[src/rtl/bram_arbiter.sv]
// rtl/bram_arbiter.sv - two-client arbiter in front of a single BRAM server
// Alternating turn token grants one client per cycle; one read in flight, response parked per client.
module bram_arbiter #(
  parameter  int DEPTH = 1024,
  parameter  int WIDTH = 48,
  localparam int AW    = $clog2(DEPTH)
) (
  input  logic             CLK,
  input  logic             RST,

  input  logic             c0_write__ENA,
  input  logic [AW-1:0]    c0_write_addr,
  input  logic [WIDTH-1:0] c0_write_data,
  output logic             c0_write__RDY,
  input  logic             c0_read__ENA,
  input  logic [AW-1:0]    c0_read_addr,
  output logic             c0_read__RDY,
  output logic [WIDTH-1:0] c0_dataOut,
  output logic             c0_dataOut__RDY,
  input  logic             c0_deq__ENA,

  input  logic             c1_write__ENA,
  input  logic [AW-1:0]    c1_write_addr,
  input  logic [WIDTH-1:0] c1_write_data,
  output logic             c1_write__RDY,
  input  logic             c1_read__ENA,
  input  logic [AW-1:0]    c1_read_addr,
  output logic             c1_read__RDY,
  output logic [WIDTH-1:0] c1_dataOut,
  output logic             c1_dataOut__RDY,
  input  logic             c1_deq__ENA,

  output logic             bram_write__ENA,
  output logic [AW-1:0]    bram_write_addr,
  output logic [WIDTH-1:0] bram_write_data,
  input  logic             bram_write__RDY,
  output logic             bram_read__ENA,
  output logic [AW-1:0]    bram_read_addr,
  input  logic             bram_read__RDY,
  input  logic [WIDTH-1:0] bram_dataOut,
  input  logic             bram_dataOut__RDY
);

  localparam logic [0:0] ST_IDLE    = 1'b0;
  localparam logic [0:0] ST_RD_WAIT = 1'b1;

  logic [0:0]       st_q, st_d;
  logic             turn_q, turn_d;
  logic             rd_owner_q, rd_owner_d;
  logic [1:0]       rsp_v_q, rsp_v_d;
  logic [WIDTH-1:0] rsp_d0_q, rsp_d0_d;
  logic [WIDTH-1:0] rsp_d1_q, rsp_d1_d;

  logic slot_open;
  logic c0_wfire, c1_wfire;
  logic c0_rfire, c1_rfire;
  logic rd_fire;

  // Grants are pure functions of state and BRAM readiness, never of a client ENA.
  assign slot_open     = !RST && (st_q == ST_IDLE);
  assign c0_write__RDY = slot_open && !turn_q && bram_write__RDY;
  assign c1_write__RDY = slot_open &&  turn_q && bram_write__RDY;
  assign c0_read__RDY  = slot_open && !turn_q && bram_read__RDY && !rsp_v_q[0];
  assign c1_read__RDY  = slot_open &&  turn_q && bram_read__RDY && !rsp_v_q[1];

  // A write and a read from the same client in one cycle: the write is kept.
  assign c0_wfire = c0_write__ENA && c0_write__RDY;
  assign c1_wfire = c1_write__ENA && c1_write__RDY;
  assign c0_rfire = c0_read__ENA && c0_read__RDY && !c0_write__ENA;
  assign c1_rfire = c1_read__ENA && c1_read__RDY && !c1_write__ENA;
  assign rd_fire  = c0_rfire || c1_rfire;

  assign bram_write__ENA = c0_wfire || c1_wfire;
  assign bram_write_addr = turn_q ? c1_write_addr : c0_write_addr;
  assign bram_write_data = turn_q ? c1_write_data : c0_write_data;
  assign bram_read__ENA  = rd_fire;
  assign bram_read_addr  = turn_q ? c1_read_addr : c0_read_addr;

  assign c0_dataOut      = rsp_d0_q;
  assign c1_dataOut      = rsp_d1_q;
  assign c0_dataOut__RDY = rsp_v_q[0];
  assign c1_dataOut__RDY = rsp_v_q[1];

  always_comb begin
    st_d       = st_q;
    turn_d     = turn_q;
    rd_owner_d = rd_owner_q;
    rsp_v_d    = rsp_v_q;
    rsp_d0_d   = rsp_d0_q;
    rsp_d1_d   = rsp_d1_q;

    if (c0_deq__ENA) rsp_v_d[0] = 1'b0;
    if (c1_deq__ENA) rsp_v_d[1] = 1'b0;

    case (st_q)
      ST_IDLE: begin
        turn_d = !turn_q;
        if (rd_fire) begin
          rd_owner_d = turn_q;
          st_d       = ST_RD_WAIT;
        end
      end
      default: begin
        // Turn is frozen here; data returning while idle is never captured.
        if (bram_dataOut__RDY) begin
          st_d = ST_IDLE;
          if (rd_owner_q) begin
            rsp_d1_d   = bram_dataOut;
            rsp_v_d[1] = 1'b1;
          end else begin
            rsp_d0_d   = bram_dataOut;
            rsp_v_d[0] = 1'b1;
          end
        end
      end
    endcase
  end

  always_ff @(posedge CLK) begin
    if (RST) begin
      st_q       <= ST_IDLE;
      turn_q     <= 1'b0;
      rd_owner_q <= 1'b0;
      rsp_v_q    <= 2'b00;
      rsp_d0_q   <= '0;
      rsp_d1_q   <= '0;
    end else begin
      st_q       <= st_d;
      turn_q     <= turn_d;
      rd_owner_q <= rd_owner_d;
      rsp_v_q    <= rsp_v_d;
      rsp_d0_q   <= rsp_d0_d;
      rsp_d1_q   <= rsp_d1_d;
    end
  end

endmodule
[config.mk]
export PLATFORM = sky130hd
export DESIGN_NAME = bram_arbiter
export DESIGN_NICKNAME = d
export VERILOG_FILES = /design/src/rtl/bram_arbiter.sv
export SDC_FILE = /design/constraint.sdc
export NUM_CORES = 1
export LEC_CHECK = 0
export ABC_AREA = 0
export CORE_AREA = 10 10 134 136
export CTS_CLUSTER_SIZE = 10
export DETAILED_ROUTE_END_ITERATION = 10
export DIE_AREA = 0 0 144 146
export PLACE_DENSITY_LB_ADDON = 0.08
export SYNTH_ARGS = -nofsm -noshare
export SYNTH_HDL_FRONTEND = slang
export SYNTH_SLANG_ARGS = --single-unit
[constraint.sdc]
create_clock -name CLK -period 1.7 [get_ports CLK]
set_clock_uncertainty 0.1 [all_clocks]
set_input_delay 0.425 -clock CLK [delete_from_list [all_inputs] [get_ports CLK]]
set_output_delay 0.425 -clock CLK [all_outputs]
set_load 0.01 [all_outputs]
==> run_results.csv <==
group,metric,value,unit
outcome,outcome,"finished with violations",
outcome,violations,"setup timing",
clock_tree,clockRootBuffer,"clkbuf_16",
placed_design,pre_cts_ws,-0.917,ns
critical_path,reg2reg_from,"turn_q",
power_and_ir_drop,finalPower,6.34,mW
final_layout,layout-drive-gt1-share,0.235,
yosys,yosysWarnings,0,
floorplanning,fp-row-count,46,
global_route,grt_pass1_wl,35700,microns
timing,setup_viol,74,
placed_design,hpwl,19800,microns
timing,tightest_slew,1.08,ns
timing,rsz0062_at_grt,"yes",
floorplanning,core_area,15500,sq um
yosys,synth_edf_count,0,
global_route,overflow,0,
clock_tree,clk_latency,0.34,ns
clock_tree,hold_buffers,0,
timing,maxSlewViolCount,0,
route,post_drt_wl_per_cell,22.6,microns
yosys,ys_ff_latch,101,
final_layout,layout_common_cells,"nand2_1 (192), clkdlybuf4s50_1 (188), dlygate4sd2_1 (101)",
timing,period_needed,2.10,ns
power_and_ir_drop,powerDensity,711,nW/um^2
hold_path,worstHoldPathCells,2,
route,finalWirelength,24800,microns
timing,slew_headroom,0.279,
final_layout,mostFrequentLayoutCell,"nand2_1",
hold_path,whs_endpoint,"c1_dataOut[9]",
route,drtIter0Drc,232,
global_route,first_global_vias,5519,
hold_path,hp-class,"register to register",
placed_design,gp_congestion,0.837,
global_route,antenna_found_initial,3,
yosys,ys.flop_type,"dfxtp_1",
timing,max_freq,0.475,GHz
yosys,synthArstFlopShare,0,
critical_path,r2r_cells,7,
critical_path,end_kind,"output port",
route,viasPerCell,4.68,
timing,finalCritPeriodShare,1.24,
floorplanning,fp.dieH,146,microns
yosys,netlist_area,4400,sq um
critical_path,start_kind,"register",
placed_design,port-buffer-count,366,
yosys,yosysSeqAreaShare,0.460,
route,drt_first_pass_iters,4,
route,postRouteAntennaNets,0,
global_route,grt_use_total,0.227,
critical_path,reg2reg_to,"st_q",
yosys,syn_inst,521,
clock_tree,clock_path_buffers,2,
route,vias,5139,
global_route,grt_max_degree,102,
yosys,avgSynthCellArea,8.44,sq um
clock_tree,cts_tree,"done",
floorplanning,initial_core_util,0.284,
clock_tree,htreeDepth,3,
yosys,synth_cell_type_count,24,
placed_design,dp_cells,1068,
final_layout,area_growth,103,%
power_and_ir_drop,power_leakage,3.88,nW
final_layout,nNetsFinal,1094,
timing,setup_slack,-0.404,ns
yosys,synth_nets,716,
critical_path,critPathMaxFanout,6,
route,remaining_drc_errors,0,
floorplanning,die_w,144,microns
critical_path,worstPathArrival,1.58,ns
critical_path,cp.required,1.17,ns
clock_tree,cts.sink_count,101,
critical_path,rrSetupSlack,0.09,ns
floorplanning,io_pins,367,
power_and_ir_drop,vdd.ir_drop.worst,0.407,mV
flow_run,drv_cap,0,
hold_path,holdCritStartpoint,"c1_dataOut[9]",
final_layout,fin_cells,1098,
floorplanning,dieArea,21000,sq um
timing,finalHoldViolations,0,
clock_tree,numCtsBuffers,9,
critical_path,critPathKind,"register to output port",
timing,timing.hold.ws,0.350,ns
clock_tree,path_clk_slew,0.07,ns
[per-layer routing]
| layer | global-route usage | vias to the layer above | part of all wire |
|---|---|---|---|
| met5 | 0 | - | 0.00069 |
| met4 | 0.0725 | 2 | 0.021 |
| met3 | 0.111 | 31 | 0.11 |
| met2 | 0.390 | 237 | 0.51 |
| met1 | 0.235 | 2380 | 0.36 |
| li1 | - | 2489 | - |
[cell usage after synthesis, types with 2 or more instances]
library cell / n / area [sq um]
dfxtp_1: 101 / 2020
mux2_2: 68 / 766
nor4bb_1: 2 / 20.0
nand2_1: 192 / 721
buf_1: 4 / 15.0
nor3b_1: 2 / 15.0
o21a_1: 2 / 15.0
buf_2: 15 / 75.1
nand2b_1: 2 / 12.5
buf_6: 6 / 67.6
buf_4: 5 / 37.5
clkbuf_1: 10 / 37.5
a21oi_1: 100 / 500
nor4b_1: 2 / 17.5
[critical path: stages, from the launching register on]
cell and delay [ns]:
dfxtp_4 0.36, buf_12 0.14, buf_8 0.13, buf_16 0.14, mux2_4 0.33, buf_6 0.14
[registers in the layout (all words and copies together) (netlist names)]
register and flops:
st_q 1, c1_dataOut 48, rd_owner_q 1, turn_q 1
c0_dataOut 48, rsp_v_q 2
[per-stage QoR]
| step | setup TNS [ns] | utilization | instance area (sq um) |
|---|---|---|---|
| after floorplan | 0 | - | 4410 |
| after global placement | -49.48 | 0.542 | 8400 |
| after detailed placement | -52.80 | 0.542 | 8400 |
| final | -22.54 | 0.577 | 8930 |
| after global routing | -25.74 | 0.577 | 8930 |
| after CTS | -23.86 | 0.575 | 8910 |
[area by class of cell]
cell class / count / area, sq um
Timing Repair Buffer: 407 / 3980
Antenna cell: 2 / 5.00
Clock inverter: 5 / 81.3
Tap cell: 192 / 240
Fill cell: 1414 / 6550
Sequential cell: 101 / 2030
Clock buffer: 11 / 253
Multi-Input combinational cell: 380 / 2340
[report_power, final]
part | leakage (nW) | switching, mW | internal [mW]
Sequential | 0.815 | 0.0138 | 2.39
Clock | 0.162 | 0.880 | 1.37
Combinational | 2.90 | 0.637 | 1.05
Total | 3.88 | 1.53 | 4.81
[repair_timing]
action / CTS / global route
resized for setup: 505 / 14
pin swaps: 7 / 5
setup buffers: 11 / 2
endpoints found under the setup margin: 172 / 76
gates cloned: 3 / 0
[cells by family (layout without fill, tap and decap cells)]
family / after synthesis / in the layout / synth area share
other cells: 0 / 2 / 0
xor+xnor: 1 / 1 / 0.00199
buf+inv: 40 / 423 / 0.0529
compound gates: 104 / 104 / 0.121
mux: 68 / 68 / 0.174
flops: 101 / 101 / 0.460
simple gates: 207 / 207 / 0.190
[worst max path at each step]
stage,start,to,slack (ns),depth (start not counted)
after floorplan,st_q,c1_read__RDY,0.04,3
after global placement,bram_read__RDY,c1_read__RDY,-0.92,4
after detailed placement,bram_read__RDY,c1_read__RDY,-0.92,4
after CTS,turn_q,bram_write_data[28],-0.41,5
after global routing,turn_q,bram_write_data[28],-0.44,5
final,turn_q,bram_write_data[28],-0.40,5
No activity file was read; power rests on OpenSTA's default activity.
